File: src/rtl/insn_fetch_unit.sv
// insn_fetch_unit: sequential instruction fetcher feeding a valid/ready consumer.
//
// The fetcher drives an instruction memory that has one cycle of latency. The
// memory registers imemAddr at a clock edge and returns the instruction on
// imemInsn in the following cycle. fetchPC always holds the address of the
// instruction currently on imemInsn. That is why outPC equals fetchPC and
// outInsn equals imemInsn.
//
// Ports:
//   clk, rst          clock; asynchronous active-low reset
//   imemAddr          word-aligned byte address to instruction memory
//   imemInsn          instruction for the previous cycle's imemAddr
//   redirectValid/PC  branch/jump redirect (PC[1:0] ignored); highest priority
//   haltReq           stop fetching after the current RUN cycle
//   outValid/Ready    handshake towards the consumer
//   outInsn/outPC     fetched instruction and its address
//   fetchCount        accepted instructions (perf counters build only, else 0)
//   stallCount        RUN cycles with outValid && !outReady (same build, else 0)
//
// Build option: define IFETCH_PERF_CNT_EN to include the two performance
// counters. When it is undefined, both counter outputs are tied to zero.
module insn_fetch_unit #(
  parameter int INSN_ADDR_WIDTH = 32,
  parameter int INSN_WIDTH      = 32,
  parameter logic [INSN_ADDR_WIDTH-1:0] RESET_PC = '0
) (
  input  logic                       clk,
  input  logic                       rst,
  output logic [INSN_ADDR_WIDTH-1:0] imemAddr,
  input  logic [INSN_WIDTH-1:0]      imemInsn,
  input  logic                       redirectValid,
  input  logic [INSN_ADDR_WIDTH-1:0] redirectPC,
  input  logic                       haltReq,
  output logic                       outValid,
  input  logic                       outReady,
  output logic [INSN_WIDTH-1:0]      outInsn,
  output logic [INSN_ADDR_WIDTH-1:0] outPC,
  output logic [31:0]                fetchCount,
  output logic [31:0]                stallCount
);

  typedef enum logic [1:0] {FILL, RUN, HALT} state_t;

  state_t                     state;
  logic [INSN_ADDR_WIDTH-1:0] fetch_pc;
  logic [INSN_ADDR_WIDTH-1:0] pc_inc;
  logic [INSN_ADDR_WIDTH-1:0] redir_pc;
  logic                       accept;

  // The low target bits are discarded, so every fetch address is word-aligned.
  wire unused_redir_lsbs = ^redirectPC[1:0];

  assign redir_pc = {redirectPC[INSN_ADDR_WIDTH-1:2], 2'b00};
  assign pc_inc   = fetch_pc + INSN_ADDR_WIDTH'(4);   // wraps at 2^W

  // outValid depends only on state and redirectValid, never on outReady.
  assign outValid = (state == RUN) && !redirectValid;
  assign accept   = outValid && outReady;
  assign outPC    = fetch_pc;
  assign outInsn  = imemInsn;

  // imemAddr is the fetchPC of the next cycle. The memory latches it at the
  // same edge where fetch_pc takes this value.
  always_comb begin
    imemAddr = fetch_pc;
    if (!rst)               imemAddr = RESET_PC;
    else if (redirectValid) imemAddr = redir_pc;
    else if (accept)        imemAddr = pc_inc;
  end

  always_ff @(posedge clk or negedge rst) begin
    if (!rst) begin
      state    <= FILL;
      fetch_pc <= RESET_PC;
    end else if (redirectValid) begin
      // The target is latched by the memory at this edge, so the next cycle
      // can be RUN without an extra FILL bubble.
      state    <= RUN;
      fetch_pc <= redir_pc;
    end else begin
      case (state)
        FILL: state <= RUN;
        RUN: begin
          if (accept)  fetch_pc <= pc_inc;
          if (haltReq) state    <= HALT;
        end
        HALT: ;                           // wait for a redirect
        default: state <= FILL;
      endcase
    end
  end

`ifdef IFETCH_PERF_CNT_EN
  logic [31:0] fetch_cnt;
  logic [31:0] stall_cnt;

  always_ff @(posedge clk or negedge rst) begin
    if (!rst) begin
      fetch_cnt <= '0;
      stall_cnt <= '0;
    end else begin
      // accept already excludes redirect cycles, because outValid is low then.
      if (accept)                            fetch_cnt <= fetch_cnt + 32'd1;
      if (state == RUN && outValid && !outReady) stall_cnt <= stall_cnt + 32'd1;
    end
  end

  assign fetchCount = fetch_cnt;
  assign stallCount = stall_cnt;
`else
  assign fetchCount = '0;
  assign stallCount = '0;
`endif

endmodule

File: config.mk
export PLATFORM = sky130hd
export DESIGN_NAME = insn_fetch_unit
export DESIGN_NICKNAME = d
export VERILOG_FILES = /design/src/rtl/insn_fetch_unit.sv
export SDC_FILE = /design/constraint.sdc
export NUM_CORES = 1
export LEC_CHECK = 0
export ABC_AREA = 1
export ABC_CLOCK_PERIOD_IN_PS = 2450
export CORE_MARGIN = 1.5
export CORE_UTILIZATION = 32
export CTS_BUF_LIST = sky130_fd_sc_hd__clkbuf_8 sky130_fd_sc_hd__clkbuf_16
export CTS_CLUSTER_SIZE = 24
export DETAILED_ROUTE_END_ITERATION = 16
export GPL_TIMING_DRIVEN = 0
export PLACE_DENSITY = 0.78
export SYNTH_ARGS = -nofsm -noshare
export SYNTH_HDL_FRONTEND = slang
export SYNTH_SLANG_ARGS = --single-unit
export TNS_END_PERCENT = 5
File: constraint.sdc
create_clock -name clk -period 2.45 [get_ports clk]
set_input_delay 0.735 -clock clk [delete_from_list [all_inputs] [get_ports clk]]
set_output_delay 0.735 -clock clk [all_outputs]
set_load 0.01 [all_outputs]
==> flow_metrics.tcl <==
set metrics [dict create \
    status "complete, but fails checks" \
    violations "setup timing" \
    cp.arrival_ps 2110 \
    internal-power_mw 1.27 \
    grt_max_degree 39 \
    via_count 3592 \
    drive_gt1_frac 0.359 \
    cp-start-kind "flip-flop" \
    min_period_ps 2850 \
    max_cap_violations 0 \
    ff2ff_path_depth 12 \
    wirelength_mm 11.2 \
    mostFrequentLayoutCell "buf_4" \
    grt_util_all_layers 0.203 \
    htree_levels 2 \
    overflow 0 \
    p_comb_frac 0.421 \
    netlist_instances 479 \
    grt_pass1_vias 3365 \
    place_ws_ps -1470 \
    finalSetupTns_ps -8000 \
    die_x_um 103 \
    synthArstFlopShare 1.00 \
    drt_first_pass_iters 4 \
    synthDistinctLibCells 35 \
    hold_class "in2async" \
    path_max_fanout 5 \
    max_slew_margin 0.614 \
    cp-end-kind "output pin" \
    grt_pass1_wl_mm 16.5 \
    p_per_area_nw_per_um2 362 \
    p_seq_frac 0.355 \
    clock_sinks 34 \
    switchingPower_mw 0.697 \
    setup_viol 30 \
    ctsLongestPathBuffers 2 \
    finalHoldViolCount 0 \
    numPortBuffers 131 \
    layout_common_cells "buf_4, nand2_1, clkdlybuf4s50_1" \
    finalMaxSlewViolations 0 \
    die_h_um 103 \
    hpwl_mm 8.71 \
    max_stage_delay_ps 430 \
    post-route-period-util 1.16 \
    initial_core_util 0.331 \
    rows 36 \
    seq_area_frac_synth 0.263 \
    finalNetCount 783 \
    antenna_found_initial 0 \
    path_cells "ha_2 > inv_2 > nor2_4 > nand2_2 > nor2_4 > buf_6 > buf_6 > nand4_1 > nand2_1 > nand3_2 > a21oi_2 > buf_2" \
    synth_top_flop_cell "dfrtp_1" \
    drtAntennaViolNets 0 \
    ys_warn_count 0 \
    dieArea_um2 10700 \
    cts_buffers 5 \
    avgSynthCellArea_um2 6.75 \
    setup_slack_ps -399 \
    fin_worst_skew_ps 4.82 \
    cts_tree "built" \
    netlist_area_um2 3230 \
    fmax_ghz 0.351 \
    wl_per_cell_um 13.2 \
    cp.required_ps 1710 \
    clk_latency_ps 290 \
    insertedDiodeCount 0 \
    p_leak_nw 2.86 \
    path_class "reg2out" \
    numPlacedInstances 806 \
    synth-seq-cells 34 \
    slowest_stage "dfrtp_1" \
    p_clk_frac 0.224 \
    place_congestion 0.844 \
    final_cell_count_no_fill 847 \
    core-area_um2 9770 \
    fill_cells 959 \
    pin_count 230 \
    drt_iter0_drc 100 \
    via_per_inst 4.24 \
    tightest_slew_ps 580 \
    remaining_drc_errors 0 \
    multi_input_area_um2 1830 \
    synth_edf_count 0 \
    rsz0062_at_grt "yes" \
    clk_pin_slew_ps 70 \
    max-vdd-ir-drop_mv 0.192 \
    switching_share 0.354 \
    seq_area_um2 871 \
    syn2layout_area_growth_pct 68.6 \
    root_buffer "clkbuf_8" \
]
## kinds of logic (layout without fill, tap and decap cells)
kind of cell	count (synthesis)	in the layout	share of synthesized area
buffers and inverters	160	332	0.298
xor gates and xnor gates	5	5	0.0135
DFF	34	34	0.263
AOI/OAI and AO/OA	38	38	0.0674
adders and majority gates	1	1	0.00387
other	1	64	0.00116
and+or+nand+nor	240	240	0.353
## critical path: cells and delay by family, from the launching register on
family          cells  cell delay, ps
compound gates      1             140
fa+ha+maj           1             230
buf+inv             4             420
flops               1             430
simple gates        6             590
## metrics by stage
step | total power [mW] | hold WS (ps) | area, um^2 | utilization
3_3_place_gp | 1.46 | 426 | 4960 | 0.507
4_1_cts | 1.95 | 273 | 5350 | 0.547
6_report | 1.97 | 267 | 5450 | 0.558
5_1_grt | 2.10 | 281 | 5450 | 0.558
3_5_place_dp | 1.47 | 437 | 4950 | 0.507
2_1_floorplan | 1.10 | 415 | 3480 | -
## power groups by stage
stage / Sequential (mW) / Combinational, mW / Clock, mW
3_5_place_dp: 0.702 / 0.772 / 0
5_1_grt: 0.710 / 0.909 / 0.480
2_1_floorplan: 0.700 / 0.401 / 0
4_1_cts: 0.693 / 0.800 / 0.460
3_3_place_gp: 0.701 / 0.763 / 0
6_report: 0.700 / 0.830 / 0.441
## registers in the layout, summed over array words and instances, names as in the netlist
register  cells
outPC        32
state         2
## what timing repair did
item | 4_1_cts | 5_1_grt
endpoints found under the setup margin | 33 | 32
endpoints found under the hold margin | 0 | 0
setup buffers | 26 | 7
gates resized for setup | 158 | 51
pin swaps | 14 | 25
hold buffers | 0 | 0
## synth_stat cells (2+ instances only)
library cell,count,area share
dfrtp_1,34,0.26
nor2_1,39,0.045
nand2_1,120,0.14
nor2_2,5,0.0097
or2_2,4,0.0077
nor3_1,4,0.0062
inv_1,54,0.063
nor2_4,2,0.0070
buf_1,2,0.0023
xor2_1,5,0.014
clkbuf_1,5,0.0058
nand4_1,15,0.029
buf_2,2,0.0031
a21oi_2,2,0.0054
buf_4,96,0.22
nand3_4,2,0.011
nand3_1,38,0.059
o21ai_0,4,0.0062
nor2_8,2,0.012
a21oi_1,24,0.037
o21bai_1,4,0.0093
nand3_2,2,0.0062
and2_1,2,0.0039
## worst paths after layout
check                                to  startpoint  slack (ps)
min reg2reg                    state[1]    state[1]         470
max reg2reg                   outPC[24]    outPC[3]         670
max in group asynchronous     outPC[23]         rst        1960
min in group clk               state[1]    state[1]         470
max                        imemAddr[26]    outPC[3]        -400
min                           outPC[11]         rst         270
## layout make-up
class                   count  share of cell area
inverters                  55              0.0402
flip-flops and latches     34               0.160
well taps                 133              0.0305
clock buffers               6              0.0152
clock inverters             2             0.00161
repair buffers            164               0.276
plain buffers             105               0.142
multi-input cells         348               0.335
## routing by layer
layer / global-route usage / routed length, um / vias to the layer above
li1: - / - / 1822
met1: 0.260 / 4740 / 1611
met5: 0 / 0 / -
met2: 0.363 / 5500 / 144
met3: 0.0282 / 762 / 15
met4: 0.0405 / 166 / 0
Power figures use the tool's default switching activity.
